File: config.mk
export PLATFORM = sky130hd
export DESIGN_NAME = approx_mul_error_monitor_flat
export DESIGN_NICKNAME = d
export VERILOG_FILES = /design/src/rtl/approx_mul_error_monitor_if.sv /design/src/rtl/approx_mul_error_monitor.sv /design/src/flat_wrapper.sv
export SDC_FILE = /design/constraint.sdc
export NUM_CORES = 1
export LEC_CHECK = 0
export ABC_AREA = 1
export CAP_MARGIN = 20
export CORE_MARGIN = 5
export CORE_UTILIZATION = 59
export DETAILED_ROUTE_END_ITERATION = 6
export PLACE_DENSITY_LB_ADDON = 0.05
export SLEW_MARGIN = 20
export SYNTH_ARGS = -nofsm -noshare
export SYNTH_HDL_FRONTEND = slang
export SYNTH_SLANG_ARGS = --single-unit
File: constraint.sdc
create_clock -name clk -period 6.4 [get_ports clk]
set_input_delay 1.92 -clock clk [delete_from_list [all_inputs] [get_ports clk]]
set_output_delay 1.92 -clock clk [all_outputs]
set_load 0.01 [all_outputs]
File: src/rtl/approx_mul_error_monitor_if.sv
// rtl/approx_mul_error_monitor_if.sv - sample handshake bundle between the stimulus source and the error monitor
//
// Signals:
//   in_valid  source -> monitor  sample valid
//   in_ready  monitor -> source  sample accepted when in_valid & in_ready
//   in_a      source -> monitor  operand A, also fed to the approximate multiplier
//   in_b      source -> monitor  operand B, also fed to the approximate multiplier
//   approx_p  source -> monitor  approximate product for in_a/in_b, same cycle
interface approx_mul_error_monitor_if #(
  parameter int WIDTH = 8
);
  logic                 in_valid;
  logic                 in_ready;
  logic [WIDTH-1:0]     in_a;
  logic [WIDTH-1:0]     in_b;
  logic [2*WIDTH-1:0]   approx_p;

  modport master (
    output in_valid,
    output in_a,
    output in_b,
    output approx_p,
    input  in_ready
  );

  modport slave (
    input  in_valid,
    input  in_a,
    input  in_b,
    input  approx_p,
    output in_ready
  );
endinterface

File: src/rtl/approx_mul_error_monitor.sv
// rtl/approx_mul_error_monitor.sv - batch error-distance characterisation of an approximate multiplier
//
// Ports:
//   clk        clock, rising edge
//   rst_n      asynchronous active-low reset
//   start      single-cycle request to begin a batch (honoured in IDLE/DONE only)
//   smp        sample handshake (slave side): in_valid/in_ready/in_a/in_b/approx_p
//   busy       batch in progress (RUN or DRAIN)
//   done       one-cycle pulse, results final
//   err_count  samples with nonzero error distance
//   sum_ed     sum of error distance over the batch
//   mean_ed    sum_ed >> BATCH_LOG2, truncated
//   max_ed     largest error distance seen
//   max_a      operand A of the first sample reaching max_ed
//   max_b      operand B of the first sample reaching max_ed
module approx_mul_error_monitor #(
  parameter int WIDTH      = 8,
  parameter int BATCH_LOG2 = 8
) (
  input  logic                          clk,
  input  logic                          rst_n,
  input  logic                          start,
  approx_mul_error_monitor_if.slave     smp,
  output logic                          busy,
  output logic                          done,
  output logic [BATCH_LOG2:0]           err_count,
  output logic [2*WIDTH+BATCH_LOG2-1:0] sum_ed,
  output logic [2*WIDTH-1:0]            mean_ed,
  output logic [2*WIDTH-1:0]            max_ed,
  output logic [WIDTH-1:0]              max_a,
  output logic [WIDTH-1:0]              max_b
);

  localparam logic [BATCH_LOG2:0] NSAMP    = {1'b1, {BATCH_LOG2{1'b0}}};
  localparam logic [BATCH_LOG2:0] LAST_IDX = NSAMP - 1'b1;

  typedef enum logic [1:0] {
    IDLE  = 2'd0,
    RUN   = 2'd1,
    DRAIN = 2'd2,
    DONE  = 2'd3
  } state_t;

  state_t              state;
  logic [BATCH_LOG2:0] accepted;

  logic                 s1_valid;
  logic [WIDTH-1:0]     s1_a;
  logic [WIDTH-1:0]     s1_b;
  logic [2*WIDTH-1:0]   s1_p;

  logic                 s2_valid;
  logic [WIDTH-1:0]     s2_a;
  logic [WIDTH-1:0]     s2_b;
  logic [2*WIDTH-1:0]   s2_ed;

  logic                 accept;
  logic                 start_ok;
  logic [2*WIDTH-1:0]   exact;
  logic [2*WIDTH-1:0]   ed;

  // in_ready comes only from registered state, so the source never sees a
  // combinational path from its own in_valid.
  assign smp.in_ready = (state == RUN) && (accepted < NSAMP);
  assign accept       = smp.in_valid && smp.in_ready;
  assign start_ok     = start && ((state == IDLE) || (state == DONE));
  assign busy         = (state == RUN) || (state == DRAIN);
  assign mean_ed      = sum_ed[2*WIDTH+BATCH_LOG2-1:BATCH_LOG2];

  assign exact = {{WIDTH{1'b0}}, s1_a} * {{WIDTH{1'b0}}, s1_b};
  assign ed    = (exact >= s1_p) ? (exact - s1_p) : (s1_p - exact);

  // S1 captures the accepted sample, S2 holds its error distance.
  always_ff @(posedge clk or negedge rst_n) begin
    if (!rst_n) begin
      s1_valid <= 1'b0;
      s1_a     <= '0;
      s1_b     <= '0;
      s1_p     <= '0;
      s2_valid <= 1'b0;
      s2_a     <= '0;
      s2_b     <= '0;
      s2_ed    <= '0;
    end else if (start_ok) begin
      s1_valid <= 1'b0;
      s2_valid <= 1'b0;
    end else begin
      s1_valid <= accept;
      if (accept) begin
        s1_a <= smp.in_a;
        s1_b <= smp.in_b;
        s1_p <= smp.approx_p;
      end
      s2_valid <= s1_valid;
      if (s1_valid) begin
        s2_a  <= s1_a;
        s2_b  <= s1_b;
        s2_ed <= ed;
      end
    end
  end

  always_ff @(posedge clk or negedge rst_n) begin
    if (!rst_n) begin
      state     <= IDLE;
      accepted  <= '0;
      done      <= 1'b0;
      err_count <= '0;
      sum_ed    <= '0;
      max_ed    <= '0;
      max_a     <= '0;
      max_b     <= '0;
    end else begin
      done <= 1'b0;
      case (state)
        IDLE, DONE: begin
          if (start) begin
            state     <= RUN;
            accepted  <= '0;
            err_count <= '0;
            sum_ed    <= '0;
            max_ed    <= '0;
            max_a     <= '0;
            max_b     <= '0;
          end
        end
        RUN: begin
          if (accept) begin
            accepted <= accepted + 1'b1;
            if (accepted == LAST_IDX) state <= DRAIN;
          end
        end
        DRAIN: begin
          // No accepts happen here, so once S1 is empty the sample in S2
          // is the last one of the batch.
          if (s2_valid && !s1_valid) begin
            state <= DONE;
            done  <= 1'b1;
          end
        end
        default: state <= IDLE;
      endcase

      if (s2_valid && ((state == RUN) || (state == DRAIN))) begin
        sum_ed    <= sum_ed + {{BATCH_LOG2{1'b0}}, s2_ed};
        err_count <= err_count + {{BATCH_LOG2{1'b0}}, (s2_ed != '0)};
        // Strict compare: on a tie the earlier sample's operands are kept.
        if (s2_ed > max_ed) begin
          max_ed <= s2_ed;
          max_a  <= s2_a;
          max_b  <= s2_b;
        end
      end
    end
  end

endmodule
File: src/flat_wrapper.sv
// flat-port wrapper written by rule: the top's interface ports become plain ports
module approx_mul_error_monitor_flat 
#(
  parameter int WIDTH      = 8,
  parameter int BATCH_LOG2 = 8
)
  (clk, rst_n, start, busy, done, err_count, sum_ed, mean_ed, max_ed, max_a, max_b, smp_in_valid, smp_in_a, smp_in_b, smp_approx_p, smp_in_ready);
  approx_mul_error_monitor_if #(.WIDTH(WIDTH)) smp_i ();
  input  logic clk;
  input  logic rst_n;
  input  logic start;
  output logic busy;
  output logic done;
  output logic [BATCH_LOG2:0] err_count;
  output logic [2*WIDTH+BATCH_LOG2-1:0] sum_ed;
  output logic [2*WIDTH-1:0] mean_ed;
  output logic [2*WIDTH-1:0] max_ed;
  output logic [WIDTH-1:0] max_a;
  output logic [WIDTH-1:0] max_b;
  input wire logic [$bits(smp_i.in_valid)-1:0] smp_in_valid;
  input wire logic [$bits(smp_i.in_a)-1:0] smp_in_a;
  input wire logic [$bits(smp_i.in_b)-1:0] smp_in_b;
  input wire logic [$bits(smp_i.approx_p)-1:0] smp_approx_p;
  output wire logic [$bits(smp_i.in_ready)-1:0] smp_in_ready;
  assign smp_i.in_valid = smp_in_valid;
  assign smp_i.in_a = smp_in_a;
  assign smp_i.in_b = smp_in_b;
  assign smp_i.approx_p = smp_approx_p;
  assign smp_in_ready = smp_i.in_ready;
  approx_mul_error_monitor #(.WIDTH(WIDTH), .BATCH_LOG2(BATCH_LOG2)) u_core (.clk(clk), .rst_n(rst_n), .start(start), .smp(smp_i), .busy(busy), .done(done), .err_count(err_count), .sum_ed(sum_ed), .mean_ed(mean_ed), .max_ed(max_ed), .max_a(max_a), .max_b(max_b));
endmodule
# Word level (Yosys, flattened, before mapping)
# Cells that the tools add are included.
# word_totals
ff_bits,143
in_bits,36
output_inout_bits,84
wordCells,83
# classes
n_addsub,5
n_mul,1
n_lt_le_gt_ge,3
eq_ne,8
n_mux,30
bitwise,1
reduce_logical,19
# op_table
op,n
$mux 16,5
$mux 24,3
$mux 8,8
$mux 9,4
$sub 16x16->16,2
$add 24x16->24,1
$pmux 9 s2,1
$ge 16x16->1,1
$gt 16x16->1,1
$mul 8x8->16,1
$reduce_bool 16->1,1
$add 9x1->9,1
$add 9x1->9 const B,1
$eq 9x8->1 const B,1
$lt 9x9->1 const B,1
$mux 2,4
$pmux 2 s3,1
$reduce_and 2->1,3
$reduce_bool 2->1,3
$logic_and 1x1->1,5
$eq 2x2->1 const B,2
$mux 1,4
$ne 2x1->1 const B,2
$ne 2x2->1 const B,2
other kinds (8),9

# Longest topological paths before layout
# logic_depth
depth_word,5
mapped_depth,33

# Least setup slack after synthesis
# Ideal clock, no wire load.
# synth_timing
path_kind,reg2reg
from,register u_core.s1_a[0]
to,register u_core.s2_ed[14]
arrival_ns,5.307
required_ns,6.284
slack_ns,0.976
stages_incl_launch_ff,31
path_buffers,2
period_less_slack_ns,5.424
path_cell_list,dfrtp_1 > clkbuf_1 > nand2_1 > fa_1 > fa_1 > inv_1 > fa_1 > inv_1 > fa_1 > inv_1 > ha_1 > a21oi_1 > a21boi_1 > o21ai_1 > a21oi_1 > inv_1 > nand2_1 > nand2_1 > ha_1 > nand2_2 > inv_2 > nand3_2 > nor3_2 > nand2_2 > nand2_4 > inv_6 > buf_12 > nand2_2 > nand2_1 > nand2_1 > nand2_1
# synth_via
elab_chain_cells,3
# synth_lines
element,line_no,source
"start, declared",approx_mul_error_monitor.sv:48,logic [WIDTH-1:0] s1_a;
"start signal, assigned",approx_mul_error_monitor.sv:90,s1_a <= smp.in_a;
$mul 8x8->16 (*),approx_mul_error_monitor.sv:70,"assign exact = {{WIDTH{1'b0}}, s1_a} * {{WIDTH{1'b0}}, s1_b};"
$sub 16x16->16 or $ge 16x16->1 (tied branches),approx_mul_error_monitor.sv:71,assign ed = (exact >= s1_p) ? (exact - s1_p) : (s1_p - exact);
$mux 16 (*),approx_mul_error_monitor.sv:71,
"end signal, assigned",approx_mul_error_monitor.sv:83,s2_ed <= '0;
"end signal, assigned",approx_mul_error_monitor.sv:98,s2_ed <= ed;
"end, declared",approx_mul_error_monitor.sv:55,logic [2*WIDTH-1:0] s2_ed;
# Every way passes the cells marked *; elsewhere a longest branch is shown, timed or not.
# A chain may end at the register's enable or synchronous reset.

# Final worst setup path
# layout_timing
from,register u_core.s1_a[0]
to,register u_core.s2_ed[15]
# The elaborated chain is that of the path after synthesis.

==> impl_results.md <==
* Status: completed
* Initial Util at 59.6%
* DRC Markers at 0
* CORE AREA at 0.0201 mm²
* Post-route clock period utilization at 91.1%
* Worst-Skew Late Latency at 0.44 ns
* Num CTS Buffers at 17
* Routed len/inst at 13.7 µm
* HPWL after DPL at 21.8 mm
* Die extent in x at 152 µm
* Worst hold margin at 0.466 ns
* Final instance area at 0.0137 mm²
* Min Tclk post-route at 5.83 ns
* Post-synthesis sequential area ratio at 29.9%
* CTS tree: built
* Root buffer cell: clkbuf_16
* P&R area growth vs syn at 14.4%
* Post-CTS setup buffers at 0
* Io pins at 120
* Global Route Usage Sum at 24.7%
* Most frequent CP cell: nand2_1
* EDFF count, synth at 0
* RSZ-0062 raised after global routing: false
* Max Root-Sink Buffers at 2
* Filler cells at 1803
* Share of cells above drive strength 1 at 5.14%
* Cell Area, Placed at 0.0131 mm²
* Slowest-stage cell, CP: fa_1
* Final Max Tran Viols at 0
* NumNets Final at 1957
* Req. time, crit path at 6.72 ns
* Post-CTS Hold Fix Bufs at 0
* Initial antenna violation count at 0
* Crit Path Class: register to register
* TritonCTS Sinks at 143
* Mapped Cells at 1706
* Max-Cap Viols at 0
* Worst-margin pin slew at 0.948 ns
* Synth unique cells at 49
* WL final at 28.3 mm
* Vias post-DR at 10600
* CP peak stage delay at 0.56 ns
* Largest net degree at the start of global routing at 102
* Critical Path Fanout Max at 17
* Hold Vio Cnt, Final at 0
* Vias in the first global route at 10000
* Initial DRC Count at 788
* Yosys reg bits at 143
* Final setup viols at 0
* Max-slew headroom at 36.8%
* Syn Nets at 1887
* Mean Syn Cell Area at 7.02 µm²
* YS warnings at 0
* Routed vias/inst at 5.13
* Async SR Flop Fraction at 100%
* Fmax achieved at 0.171 GHz
* Worst setup SP type: register
* Setup tns final at 0 ns
* Area of the multi-input gates at 0.00682 mm²
* Setup crit end kind: register
* DR pass1 iterations at 5
* Arr. time, crit path at 6.15 ns
* ANT cells at 0
* Die area at 0.0232 mm²
* Clk_skew at 0.0110 ns
* Top FF cell, synth: dfrtp_1
* Post-Syn Area at 0.0120 mm²
* H-tree levels at 4
* GRT overflow at 0
* Hold crit path type: register to register
* Routed Antenna Nets at 0
* RD Place Congestion at 0.950
* # port buffers at 119
* Register area at 0.00358 mm²
* Die Y at 152 µm
* Post_cts resized at 0
* Row Count at 52
* First-pass GRT wire length at 48.0 mm
* Clock-pin slew on the worst setup and hold paths at 0.07 ns
cell type report:
type	count	share of cell area, %
Timing Repair Buffer	124	8.98
Tap cell	270	2.47
Sequential cell	143	26.1
Clock inverter	15	1.26
Multi-Input combinational cell	1189	49.8
Inverter	301	8.30
Clock buffer	17	3.11
metal layers:
layer	up-vias	part of all wire, %	track usage, %
li1	5372	-	-
met1	4818	44	32.6
met4	0	1.8	6.11
met5	-	0	0
met2	322	49	42.6
met3	47	6.1	4.03
per-stage QoR:
stage / std cells / utilization [%] / worst slack (ns)
final: 2059 / 68.1 / 0.568
after global routing: 2059 / 68.1 / 0.106
after CTS: 2059 / 68.1 / 0.572
after detailed placement: 2027 / 65.1 / 0.624
after global placement: 2027 / 65.1 / 0.785
after floorplan: 1706 / - / 0.976
critical path, delay by kind of cell, from the launching register on:
| family | cells | cell delay (ns) |
|---|---|---|
| AOI/OAI and AO/OA | 4 | 0.78 |
| adders and majority gates | 6 | 2.88 |
| buffers and inverters | 6 | 0.42 |
| DFF | 1 | 0.54 |
| and+or+nand+nor | 12 | 1.08 |
layout by cell type (no fill, tap or decap), types with 4 or more instances in the layout:
master           synthesis  layout
nand2_1                609     608
inv_1                  288     288
dfrtp_1                143     143
clkdlybuf4s50_1          0     118
ha_1                   106     106
nand3_1                 95      95
nor2_1                  82      82
a21oi_1                 68      68
o21ai_0                 53      53
fa_1                    39      39
xor2_1                  21      21
nand4_1                 17      17
clkbuf_16                0      17
nand2_2                 14      15
nor3_1                  13      13
inv_2                   11      11
o21ai_1                  8       8
nor4_1                   7       7
xnor2_1                  6       6
nor2_4                   4       5
buf_4                   25       5
nand2_4                  4       4
inv_6                    1       4
a22o_1                   4       4
clkinv_4                 0       4
cell families after synthesis:
group	Yosys count	synth area share, %
AO/OA/AOI/OAI	155	7.14
flip-flops	143	29.9
adder cells (fa/ha/maj)	145	17.6
XOR/XNOR	27	1.97
AND/OR/NAND/NOR	862	30.1
buffers and inverters	374	13.3
final timing paths:
path	from	to	slack, ns	cells past startpoint
worst max-delay path	u_core.s1_a[0]$_DFFE_PN0P_	u_core.s2_ed[15]$_DFFE_PN0P_	0.57	28
worst min-delay path	u_core.err_count[8]$_DFFE_PN0P_	u_core.err_count[8]$_DFFE_PN0P_	0.47	1
worst max register to register	u_core.s1_a[0]$_DFFE_PN0P_	u_core.s2_ed[15]$_DFFE_PN0P_	0.57	28
worst min register to register	u_core.err_count[8]$_DFFE_PN0P_	u_core.err_count[8]$_DFFE_PN0P_	0.47	1
max in group asynchronous	rst_n	u_core.s1_b[5]$_DFFE_PN0P_	3.71	2
min in group asynchronous	rst_n	u_core.sum_ed[1]$_DFFE_PN0P_	1.55	1
synth_stat cells (5+ instances only):
library cell / number / area share, %
nand2_1: 609 / 19
inv_1: 288 / 9.0
dfrtp_1: 143 / 30
ha_1: 106 / 11
nand3_1: 95 / 4.0
nor2_1: 82 / 2.6
a21oi_1: 68 / 2.8
o21ai_0: 53 / 2.2
fa_1: 39 / 6.5
buf_4: 25 / 1.6
clkbuf_1: 24 / 0.75
xor2_1: 21 / 1.5
nand4_1: 17 / 0.89
buf_2: 15 / 0.63
nand2_2: 14 / 0.73
nor3_1: 13 / 0.54
inv_2: 11 / 0.34
o21ai_1: 8 / 0.33
nor4_1: 7 / 0.37
xnor2_1: 6 / 0.44
buf_6: 5 / 0.47
state kept, by name (all words and copies together) (netlist names):
register          flops
u_core.s2_a           8
u_core.sum_ed        24
u_core.s1_p          16
u_core.done           1
u_core.s1_b           8
u_core.accepted       9
u_core.s1_valid       1
u_core.state          2
u_core.s1_a           8
u_core.s2_ed         16
u_core.err_count      9
u_core.max_a          8
u_core.max_ed        16
u_core.max_b          8
u_core.s2_b           8
u_core.s2_valid       1
Power is not shown: default switching activity piles up to over one toggle a cycle in this logic, so the estimate is an artifact.
